--- config.mk ---
export PLATFORM = sky130hd
export DESIGN_NAME = td4_sequencer_flat
export DESIGN_NICKNAME = d
export VERILOG_FILES = /design/src/rtl/td4_sequencer_pkg.sv /design/src/rtl/td4_sequencer_if.sv /design/src/rtl/td4_decode.sv /design/src/rtl/td4_sequencer.sv /design/src/flat_wrapper.sv
export SDC_FILE = /design/constraint.sdc
export NUM_CORES = 1
export LEC_CHECK = 0
export CAP_MARGIN = 40
export CORE_UTILIZATION = 43
export CTS_CLUSTER_SIZE = 20
export DETAILED_ROUTE_END_ITERATION = 16
export PLACE_DENSITY = 0.9
export SYNTH_ARGS = -nofsm -noshare
export SYNTH_HDL_FRONTEND = slang
export SYNTH_SLANG_ARGS = --single-unit
export TNS_END_PERCENT = 50
--- constraint.sdc ---
create_clock -name CLK -period 3.85 [get_ports CLK]
set_clock_uncertainty 0.15 [all_clocks]
set_input_delay 0.77 -clock CLK [delete_from_list [all_inputs] [get_ports CLK]]
set_output_delay 0.77 -clock CLK [all_outputs]
set_load 0.01 [all_outputs]
--- src/rtl/td4_sequencer_pkg.sv ---
// TD4 sequencer shared definitions: opcodes, LOAD bit indices, FSM and decode types.
// Pure declarations; no latency and no backpressure.
package td4_sequencer_pkg;

  localparam logic [3:0] OP_ADD_A  = 4'b0000;
  localparam logic [3:0] OP_MOV_AB = 4'b0001;
  localparam logic [3:0] OP_IN_A   = 4'b0010;
  localparam logic [3:0] OP_MOV_A  = 4'b0011;
  localparam logic [3:0] OP_MOV_BA = 4'b0100;
  localparam logic [3:0] OP_ADD_B  = 4'b0101;
  localparam logic [3:0] OP_IN_B   = 4'b0110;
  localparam logic [3:0] OP_MOV_B  = 4'b0111;
  localparam logic [3:0] OP_OUT_B  = 4'b1001;
  localparam logic [3:0] OP_OUT_IM = 4'b1011;
  localparam logic [3:0] OP_JNC    = 4'b1110;
  localparam logic [3:0] OP_JMP    = 4'b1111;

  localparam int unsigned LD_A   = 0;
  localparam int unsigned LD_B   = 1;
  localparam int unsigned LD_OUT = 2;
  localparam int unsigned LD_PC  = 3;

  typedef enum logic [2:0] {
    ST_IDLE  = 3'd0,
    ST_FETCH = 3'd1,
    ST_LATCH = 3'd2,
    ST_EXEC  = 3'd3,
    ST_PCUPD = 3'd4
  } state_e;

  typedef enum logic [2:0] {
    SRC_NONE, SRC_IMM, SRC_A, SRC_B, SRC_IN, SRC_A_IMM, SRC_B_IMM
  } src_e;

  typedef enum logic [1:0] {PC_INC, PC_JMP, PC_JNC} pc_mode_e;

  typedef struct packed {
    logic [3:0] dst;
    src_e       src;
    pc_mode_e   pc_mode;
  } dec_t;

  function automatic logic [3:0] ld_bit(input int unsigned idx);
    return 4'b0001 << idx;
  endfunction

endpackage

--- src/rtl/td4_sequencer_if.sv ---
// Sequencer-side bundle: ROM port, register-file write port and status.
// Master is the sequencer; slave is the register file / ROM environment.
interface td4_sequencer_if;
  logic       RUN;
  logic [3:0] ADDRESS;
  logic [3:0] OUT_A;
  logic [3:0] OUT_B;
  logic [3:0] IN_PORT;
  logic [3:0] ROM_ADDR;
  logic [7:0] ROM_DATA;
  logic [3:0] LOAD;
  logic [3:0] IN_DATA;
  logic       CARRY;
  logic       BUSY;
  logic       DONE;

  modport master (
    input  RUN, ADDRESS, OUT_A, OUT_B, IN_PORT, ROM_DATA,
    output ROM_ADDR, LOAD, IN_DATA, CARRY, BUSY, DONE
  );

  modport slave (
    output RUN, ADDRESS, OUT_A, OUT_B, IN_PORT, ROM_DATA,
    input  ROM_ADDR, LOAD, IN_DATA, CARRY, BUSY, DONE
  );
endinterface

--- src/rtl/td4_decode.sv ---
// Opcode decoder: destination one-hot, data source and PC update mode.
// Purely combinational, zero latency, no backpressure.
module td4_decode
  import td4_sequencer_pkg::*;
(
  input  logic [3:0] op_i,
  output dec_t       dec_o
);

  always_comb begin
    dec_o.dst     = 4'b0000;
    dec_o.src     = SRC_NONE;
    dec_o.pc_mode = PC_INC;
    case (op_i)
      OP_ADD_A:  begin dec_o.dst = ld_bit(LD_A);   dec_o.src = SRC_A_IMM; end
      OP_ADD_B:  begin dec_o.dst = ld_bit(LD_B);   dec_o.src = SRC_B_IMM; end
      OP_MOV_A:  begin dec_o.dst = ld_bit(LD_A);   dec_o.src = SRC_IMM;   end
      OP_MOV_B:  begin dec_o.dst = ld_bit(LD_B);   dec_o.src = SRC_IMM;   end
      OP_MOV_AB: begin dec_o.dst = ld_bit(LD_A);   dec_o.src = SRC_B;     end
      OP_MOV_BA: begin dec_o.dst = ld_bit(LD_B);   dec_o.src = SRC_A;     end
      OP_IN_A:   begin dec_o.dst = ld_bit(LD_A);   dec_o.src = SRC_IN;    end
      OP_IN_B:   begin dec_o.dst = ld_bit(LD_B);   dec_o.src = SRC_IN;    end
      OP_OUT_B:  begin dec_o.dst = ld_bit(LD_OUT); dec_o.src = SRC_B;     end
      OP_OUT_IM: begin dec_o.dst = ld_bit(LD_OUT); dec_o.src = SRC_IMM;   end
      OP_JMP:    dec_o.pc_mode = PC_JMP;
      OP_JNC:    dec_o.pc_mode = PC_JNC;
      default:   ;
    endcase
  end

endmodule

--- src/rtl/td4_sequencer.sv ---
// TD4 fetch/latch/exec/pc-update control unit driving the register-file write port.
// Fixed 4 cycles per instruction; RUN gates only the start of the next instruction.
module td4_sequencer
  import td4_sequencer_pkg::*;
(
  input  logic              CLK,
  input  logic              RST,
  td4_sequencer_if.master   bus
);

  state_e     state_q, state_d;
  logic [7:0] ir_q, ir_d;
  logic       carry_q, carry_d;
  logic       c_prev_q, c_prev_d;

  dec_t       dec;
  logic [3:0] imm;
  logic [3:0] operand;
  logic [4:0] sum;
  logic       is_add;
  logic       take_jump;

  td4_decode u_decode (
    .op_i  (ir_q[7:4]),
    .dec_o (dec)
  );

  assign imm       = ir_q[3:0];
  assign is_add    = (dec.src == SRC_A_IMM) || (dec.src == SRC_B_IMM);
  assign operand   = (dec.src == SRC_B_IMM) ? bus.OUT_B : bus.OUT_A;
  assign sum       = {1'b0, operand} + {1'b0, imm};
  // JNC looks at the carry captured at fetch, since EXEC has already cleared it
  assign take_jump = (dec.pc_mode == PC_JMP) || ((dec.pc_mode == PC_JNC) && !c_prev_q);

  always_comb begin
    state_d  = state_q;
    ir_d     = ir_q;
    carry_d  = carry_q;
    c_prev_d = c_prev_q;
    case (state_q)
      ST_IDLE:  if (bus.RUN) state_d = ST_FETCH;
      ST_FETCH: begin
        c_prev_d = carry_q;
        state_d  = ST_LATCH;
      end
      ST_LATCH: begin
        ir_d    = bus.ROM_DATA;
        state_d = ST_EXEC;
      end
      ST_EXEC: begin
        carry_d = is_add ? sum[4] : 1'b0;
        state_d = ST_PCUPD;
      end
      ST_PCUPD: state_d = bus.RUN ? ST_FETCH : ST_IDLE;
      default:  state_d = ST_IDLE;
    endcase
  end

  always_ff @(posedge CLK) begin
    if (RST) begin
      state_q  <= ST_IDLE;
      ir_q     <= 8'h00;
      carry_q  <= 1'b0;
      c_prev_q <= 1'b0;
    end else begin
      state_q  <= state_d;
      ir_q     <= ir_d;
      carry_q  <= carry_d;
      c_prev_q <= c_prev_d;
    end
  end

  always_comb begin
    bus.LOAD    = 4'b0000;
    bus.IN_DATA = 4'h0;
    case (state_q)
      ST_EXEC: begin
        bus.LOAD = dec.dst;
        case (dec.src)
          SRC_IMM:              bus.IN_DATA = imm;
          SRC_A:                bus.IN_DATA = bus.OUT_A;
          SRC_B:                bus.IN_DATA = bus.OUT_B;
          SRC_IN:               bus.IN_DATA = bus.IN_PORT;
          SRC_A_IMM, SRC_B_IMM: bus.IN_DATA = sum[3:0];
          default:              bus.IN_DATA = 4'h0;
        endcase
      end
      ST_PCUPD: begin
        bus.LOAD    = ld_bit(LD_PC);
        bus.IN_DATA = take_jump ? imm : (bus.ADDRESS + 4'd1);
      end
      default: ;
    endcase
  end

  assign bus.ROM_ADDR = bus.ADDRESS;
  assign bus.CARRY    = carry_q;
  assign bus.BUSY     = (state_q != ST_IDLE);
  assign bus.DONE     = (state_q == ST_PCUPD);

endmodule

--- src/flat_wrapper.sv ---
// flat-port wrapper written by rule: the top's interface ports become plain ports
module td4_sequencer_flat import td4_sequencer_pkg::*;
  (CLK, RST, bus_RUN, bus_ADDRESS, bus_OUT_A, bus_OUT_B, bus_IN_PORT, bus_ROM_DATA, bus_ROM_ADDR, bus_LOAD, bus_IN_DATA, bus_CARRY, bus_BUSY, bus_DONE);
  td4_sequencer_if bus_i ();
  input  logic CLK;
  input  logic RST;
  input wire logic [$bits(bus_i.RUN)-1:0] bus_RUN;
  input wire logic [$bits(bus_i.ADDRESS)-1:0] bus_ADDRESS;
  input wire logic [$bits(bus_i.OUT_A)-1:0] bus_OUT_A;
  input wire logic [$bits(bus_i.OUT_B)-1:0] bus_OUT_B;
  input wire logic [$bits(bus_i.IN_PORT)-1:0] bus_IN_PORT;
  input wire logic [$bits(bus_i.ROM_DATA)-1:0] bus_ROM_DATA;
  output wire logic [$bits(bus_i.ROM_ADDR)-1:0] bus_ROM_ADDR;
  output wire logic [$bits(bus_i.LOAD)-1:0] bus_LOAD;
  output wire logic [$bits(bus_i.IN_DATA)-1:0] bus_IN_DATA;
  output wire logic [$bits(bus_i.CARRY)-1:0] bus_CARRY;
  output wire logic [$bits(bus_i.BUSY)-1:0] bus_BUSY;
  output wire logic [$bits(bus_i.DONE)-1:0] bus_DONE;
  assign bus_i.RUN = bus_RUN;
  assign bus_i.ADDRESS = bus_ADDRESS;
  assign bus_i.OUT_A = bus_OUT_A;
  assign bus_i.OUT_B = bus_OUT_B;
  assign bus_i.IN_PORT = bus_IN_PORT;
  assign bus_i.ROM_DATA = bus_ROM_DATA;
  assign bus_ROM_ADDR = bus_i.ROM_ADDR;
  assign bus_LOAD = bus_i.LOAD;
  assign bus_IN_DATA = bus_i.IN_DATA;
  assign bus_CARRY = bus_i.CARRY;
  assign bus_BUSY = bus_i.BUSY;
  assign bus_DONE = bus_i.DONE;
  td4_sequencer u_core (.CLK(CLK), .RST(RST), .bus(bus_i));
endmodule
==> results of run 1 <==
[worst min-delay path by stage]
stage,startpoint,end,slack (ns),depth (start not counted)
2_1_floorplan,u_core.state_q[2],u_core.state_q[1],0.32,1
3_3_place_gp,u_core.bus.CARRY,u_core.bus.CARRY,0.31,2
3_5_place_dp,u_core.bus.CARRY,u_core.bus.CARRY,0.32,2
4_1_cts,u_core.bus.CARRY,u_core.bus.CARRY,0.33,2
5_1_grt,u_core.bus.CARRY,u_core.bus.CARRY,0.36,2
6_report,u_core.bus.CARRY,u_core.bus.CARRY,0.33,2
[per-stage QoR]
stage / util, % / TNS [ns] / hold slack [ns] / std cells
finish: 66.7 / 0 / 0.328 / 203
detailed placement: 65.5 / -0.678 / 0.321 / 199
floorplan: - / 0 / 0.315 / 135
global route: 66.7 / -0.00218 / 0.363 / 203
global placement: 65.5 / -0.602 / 0.311 / 199
CTS: 66.6 / 0 / 0.328 / 203
[sequential cells by signal, summed over array words and instances (netlist names)]
signal / flops
u_core.ir_q: 8
u_core.bus.CARRY: 1
u_core.state_q: 3
u_core.c_prev_q: 1
[routing by layer]
metal,GRT usage [%],up-vias,share of wire [%]
met5,0,-,0
met4,7.46,0,1.1
met3,2.32,6,5.6
met2,42.0,44,48
met1,31.9,544,46
li1,-,559,-
[repair_timing]
item	CTS	global route
gates cloned	0	0
pin swaps	0	2
hold buffers	0	0
setup endpoints to repair	3	4
gates resized for setup	7	5
[logic make-up (layout without fill, tap and decap cells)]
kind of cell    after synthesis  count (layout)  synth area share (%)
fa+ha+maj                     6               6                  7.55
flops                        13              13                  23.8
mux                          13              13                  12.4
compound gates               35              35                  21.5
simple gates                 43              43                  20.1
buf+inv                      20              60                  10.6
xor+xnor                      5               5                  4.01
[placed cells by master (no fill, tap or decap), types with 2 or more instances in the layout]
master            n
clkdlybuf4s50_1  38
nor3b_1           4
inv_1             8
buf_4             7
a22oi_1           2
mux2i_1           9
a21o_1            3
nand2_1           5
xnor2_1           2
xor2_1            3
nor2_1           18
nand3_1           4
nand3_2           2
nor3_1            3
a21oi_1          16
dfxtp_1          13
o22ai_1           5
mux2_2            4
a32oi_1           3
ha_1              5
clkbuf_4          3
[power breakdown]
group | switching (W) | internal (W)
sequential | 0.0000105 | 0.000143
combinational | 0.0000697 | 0.0000825
clock | 0.0000454 | 0.0000385
total | 0.000126 | 0.000263
[layout make-up]
type                    instances  area (µm²)  area share [%]
inverters                       8        30.0            1.96
flip-flops and latches         13         260            17.0
clock inverters                 1        5.00           0.327
multi-input cells             102         727            47.4
clock buffers                   3        22.5            1.47
well taps                      28        35.0            2.29
repair buffers                 48         453            29.6
[worst max-delay path: cells and delay by family]
| family | cells | cell delay, ns |
|---|---|---|
| buf+inv | 3 | 0.65 |
| compound gates | 4 | 0.40 |
| fa+ha+maj | 2 | 0.62 |
| simple gates | 1 | 0.12 |
| mux | 1 | 0.27 |
==> flow_metrics.py, run 1 <==
metrics = {
    "place": {
        "post_dp_cell_area_um2": 1510,
        "dpl_worst_slack_ns": -0.334,
        "io_buffer_count": 41,
        "gp_congestion": 0.874,
        "dp_hpwl_mm": 2.34,
    },
    "sta": {
        "finalSetupViolCount": 0,
        "rsz0062_at_grt": "yes",
        "final_min_period_over_clock_period_pct": 97.3,
        "worst_slew_pin_slew_ns": 0.471,
        "fin_ws_ns": 0.104,
        "max_slew_margin_pct": 68.5,
        "hold_viol": 0,
        "drv_slew": 0,
        "finalCriticalPeriod_ns": 3.75,
        "fmax_ghz": 0.267,
    },
    "setup_path": {
        "reg2reg_to": "u_core.bus.CARRY",
        "crit_path_max_fanout": 2,
        "critPathCaptureType": "primary output",
        "r2r_start": "u_core.ir_q[6]",
        "crit_chain": "clkdlybuf4s50_1 -> mux2_2 -> ha_1 -> inv_1 -> fa_1 -> nor3_2 -> a21oi_1 -> o22ai_1 -> a21oi_1 -> o22ai_1 -> buf_2",
        "rr_worst_depth": 12,
        "crit_path_top_delay_cell": "fa_1",
        "cp_data_required_time_ns": 2.93,
        "slowest_delay_ns": 0.43,
        "endpoint": "bus_IN_DATA[1]",
        "rrSetupSlack_ns": 1.41,
        "critPathLaunchType": "input port",
        "startpoint": "bus_OUT_B[0]",
        "arrival_ns": 2.83,
        "worstSetupPathType": "input port to primary output",
    },
    "logic_synthesis": {
        "synthesis.area_um2": 1090,
        "synth_area_leaders": "dfxtp_1 (24%), mux2i_1 (8.2%), a21oi_1 (7.3%)",
        "synth-seq-cells": 13,
        "synth_top_area_share_pct": 23.8,
        "yosys_warnings": 0,
        "synth.distinct_cells": 35,
        "ys.flop_type": "dfxtp_1",
        "synth_area_per_cell_um2": 8.10,
        "syn-num-nets": 168,
        "netlist_top_cells_count": "nor2_1 (18), a21oi_1 (16), dfxtp_1 (13), mux2i_1 (9), inv_1 (8)",
        "async_flop_share_pct": 0,
        "netlist_instances": 135,
        "yosys.area.top_type": "dfxtp_1",
        "synth-edff-count": 0,
        "synth_most_common_cell": "nor2_1",
        "synth_seq_area_share_pct": 23.8,
    },
    "route": {
        "routed_wl_mm": 3.00,
        "first_pass_iters": 4,
        "drtIter0Drc": 32,
        "avgViaCountPerCell": 5.68,
        "drc_errors": 0,
        "wl_per_cell_um": 14.8,
        "final_antenna_net_count": 0,
        "vias": 1153,
    },
    "power_and_ir_drop": {
        "p_leak_nw": 0.605,
        "power.density_nw_per_um2": 254,
        "power_w": 0.000389,
        "ir_drop_mv": 0.218,
    },
    "clock_network": {
        "cts.htree.levels": 1,
        "numCtsBuffers": 3,
        "cts_tree": "done",
        "cts_setup_buffers": 0,
        "clock_latency_ns": 0.28,
        "clkTransAtPathRegs_ns": 0.09,
        "cts_buffer_depth": 2,
        "cts.sinks": 13,
        "cts_root_buffer": "clkbuf_4",
    },
    "floorplanning": {
        "die_h_um": 52.4,
        "num_io_pins": 42,
        "start_util_pct": 47.6,
        "coreArea_um2": 2300,
        "fp.dieW_um": 52.4,
        "fp.dieArea_um2": 2750,
        "num_rows": 17,
    },
    "final_layout": {
        "drive_above_1_share_pct": 14.3,
        "insertedDiodeCount": 0,
        "nets": 209,
        "fillCellCount": 196,
        "syn2layout_area_growth_pct": 40.2,
        "fin_area_um2": 1530,
    },
    "global_route": {
        "gr-total-overflow": 0,
        "grt_max_degree": 15,
        "antenna_found_initial": 0,
        "globalRouteTotalUtil_pct": 24.5,
        "grt_pass1_wl_mm": 5.02,
        "grt_pass1_vias": 1107,
    },
    "worst_hold_path": {
        "hp-class": "flip-flop to flip-flop",
    },
    "job": {
        "drv_cap": 0,
    },
    "run_status": {
        "status": "finished, final reports clean",
    },
}
(Power assumes the default switching activity.)
==> run 2: changes to the inputs <==
--- a/config.mk
+++ b/config.mk
@@ -6,6 +6,7 @@
 export NUM_CORES = 1
 export LEC_CHECK = 0
 export CAP_MARGIN = 40
+export CORE_MARGIN = 1
 export CORE_UTILIZATION = 43
 export CTS_CLUSTER_SIZE = 20
 export DETAILED_ROUTE_END_ITERATION = 16
==> results of run 2 <==
No change in the layout: final DEF, timing and power equal those of run 1.
==> run 3: changes to the inputs <==
--- a/config.mk
+++ b/config.mk
@@ -7,11 +7,11 @@
 export LEC_CHECK = 0
 export CAP_MARGIN = 40
 export CORE_MARGIN = 1
-export CORE_UTILIZATION = 43
+export CORE_UTILIZATION = 45
 export CTS_CLUSTER_SIZE = 20
 export DETAILED_ROUTE_END_ITERATION = 16
 export PLACE_DENSITY = 0.9
 export SYNTH_ARGS = -nofsm -noshare
 export SYNTH_HDL_FRONTEND = slang
+export SYNTH_HIERARCHICAL = 1
 export SYNTH_SLANG_ARGS = --single-unit
-export TNS_END_PERCENT = 50
==> flow_metrics.py, run 3 <==
metrics = {
    "place": {
        "dp_hpwl_mm": 2.71,
        "gp_congestion": 1.02,
        "dpl_worst_slack_ns": -0.454,
        "io_buffer_count": 41,
    },
    "clock_network": {
        "cts_root_buffer": "clkbuf_4",
        "clkTransAtPathRegs_ns": 0.08,
        "cts_buffer_depth": 2,
        "cts.htree.levels": 1,
        "cts_tree": "done",
        "numCtsBuffers": 3,
        "clock_latency_ns": 0.29,
        "cts.sinks": 13,
    },
    "final_layout": {
        "mostFrequentLayoutCell": "clkdlybuf4s50_1",
        "syn2layout_area_growth_pct": 54.7,
        "fillCellCount": 168,
        "nets": 244,
        "largest_register": "u_core/ir_q",
        "multi_input_area_um2": 978,
        "largest_reg_flops": 8,
        "final_cell_mix": "clkdlybuf4s50_1 (37), buf_4 (21), nor2_1 (15)",
        "insertedDiodeCount": 0,
        "drive_above_1_share_pct": 31.1,
        "largestRegisters": "u_core/ir_q: 8 flops, u_core/state_q: 3 flops",
        "regArea_um2": 270,
    },
    "logic_synthesis": {
        "synth_area_leaders": "dfxtp_1 (21%), mux2i_1 (8.0%), ha_1 (6.0%)",
        "netlist_top_cells_count": "nor2_1 (16), dfxtp_1 (13), mux2i_1 (10), nand2_1 (10)",
        "netlist_instances": 151,
        "synth_top_area_share_pct": 20.8,
        "synth_area_per_cell_um2": 8.27,
        "synth-seq-cells": 13,
        "synth_most_common_cell": "nor2_1",
        "synthesis.area_um2": 1250,
        "syn-num-nets": 185,
        "yosys.area.top_type": "dfxtp_1",
        "synth.distinct_cells": 48,
        "yosys_warnings": 6,
        "synth-edff-count": 0,
        "async_flop_share_pct": 0,
        "ys.flop_type": "dfxtp_1",
        "synth_seq_area_share_pct": 20.8,
    },
    "sta": {
        "final_min_period_over_clock_period_pct": 102,
        "fin_ws_ns": -0.0934,
        "drv_slew": 0,
        "hold_viol": 0,
        "whs_ns": 0.360,
        "finalCriticalPeriod_ns": 3.94,
        "fmax_ghz": 0.254,
        "finalSetupViolCount": 1,
        "rsz0062_at_grt": "yes",
    },
    "power_and_ir_drop": {
        "p_leak_nw": 0.819,
        "ir_drop_mv": 0.287,
        "power.density_nw_per_um2": 275,
    },
    "floorplanning": {
        "fp.dieArea_um2": 2990,
        "coreArea_um2": 2540,
        "fp.dieW_um": 54.7,
        "num_rows": 18,
        "start_util_pct": 49.1,
        "die_h_um": 54.7,
        "num_io_pins": 42,
    },
    "setup_path": {
        "worstSetupPathType": "flip-flop to primary output",
        "cp_data_required_time_ns": 2.93,
        "critPathCaptureType": "primary output",
        "crit_path_max_fanout": 4,
        "critPathLaunchType": "flip-flop",
        "arrival_ns": 3.02,
    },
    "route": {
        "wl_per_cell_um": 16.1,
        "vias": 1357,
        "first_pass_iters": 4,
        "final_antenna_net_count": 0,
        "drtIter0Drc": 59,
        "avgViaCountPerCell": 5.68,
        "drc_errors": 0,
        "routed_wl_mm": 3.85,
    },
    "global_route": {
        "gr-total-overflow": 0,
        "grt_max_degree": 14,
        "globalRouteTotalUtil_pct": 25.2,
        "antenna_found_initial": 0,
        "grt_pass1_wl_mm": 5.38,
        "grt_pass1_vias": 1275,
    },
    "run_status": {
        "status": "finished, violations left",
        "violations": "setup timing",
    },
    "job": {
        "drv_cap": 0,
    },
    "worst_hold_path": {
        "hp-class": "flip-flop to flip-flop",
    },
}
-- run 3: changes by cell type after synthesis, sizes merged, moves of 4 or more --
cell   before  now
a21oi      17    7
and2        0    4
nand2       5   10
o21ai       1    9
o22ai       5    0
-- run 3: logic make-up (layout without fill, tap and decap cells) --
kind of cell    after synthesis  count (layout)  share of synthesized area (%)
mux                          16              16                           13.4
compound gates               30              30                           17.5
other cells                   1               1                          0.300
xor+xnor                      6               6                           4.21
simple gates                 59              59                           27.3
buf+inv                      19              77                           8.82
flops                        13              13                           20.8
fa+ha+maj                     7               7                           7.62
-- run 3: area by class of cell --
type                            instances  area share [%]
Multi-Input combinational cell        119            50.6
Timing Repair Buffer                   65            30.5
Sequential cell                        13            14.0
Tap cell                               30            1.94
Inverter                                8            1.55
Clock buffer                            4            1.36
-- run 3: timing repair --
action | in CTS | in global routing
setup endpoints to repair | 4 | 4
hold endpoints to repair | 0 | 0
resized for setup | 23 | 20
hold buffers | 0 | 0
pin swaps | 6 | 8
setup buffers | 4 | 3
-- run 3: report_power, final --
group	internal [W]	switching, W	total [W]
clock network	0.0000404	0.0000480	0.0000884
logic	0.000151	0.000127	0.000278
registers	0.000146	0.0000193	0.000165
total	0.000337	0.000194	0.000531
-- run 3: layer usage --
layer  up-vias  GRT usage (%)  wire length (µm)
met5         -              0                 0
met3         5           1.94               242
met1       648           29.3              1510
met2        61           45.6              2050
li1        643              -                 -
met4         0           12.0                45
-- run 3: worst paths after layout --
check                   startpoint          endpoint  slack [ns]  cells after the start
setup / recovery    u_core/ir_q[6]    bus_IN_DATA[1]       -0.09                     14
hold / removal    u_core/bus.CARRY  u_core/bus.CARRY        0.36                      2
setup reg to reg    u_core/ir_q[6]  u_core/bus.CARRY        1.21                     12
hold reg to reg   u_core/bus.CARRY  u_core/bus.CARRY        0.36                      2
-- run 3: metrics by stage --
step / TNS (ns) / total power [W] / utilization (%) / std cells / cell area, µm²
4_1_cts: -0.0834 / 0.000499 / 72.2 / 236 / 1840
3_5_place_dp: -0.929 / 0.000397 / 68.5 / 228 / 1740
6_report: -0.0934 / 0.000531 / 75.9 / 239 / 1930
2_1_floorplan: 0 / 0.000312 / - / 151 / 1250
5_1_grt: -0.243 / 0.000560 / 75.9 / 239 / 1930
3_3_place_gp: -0.626 / 0.000385 / 68.5 / 228 / 1740
-- run 3: worst max-delay path, stage by stage, from the launching register on --
cell and delay [ns]:
dfxtp_4 0.37, nor2b_4 0.13, a21o_1 0.16, o21ai_2 0.18
nor2b_4 0.07, nand2_2 0.10, mux2_4 0.32, ha_4 0.17
inv_2 0.05, fa_2 0.43, nor2b_1 0.12, o21ai_1 0.09
o311a_1 0.14, o32ai_2 0.24, buf_2 0.16
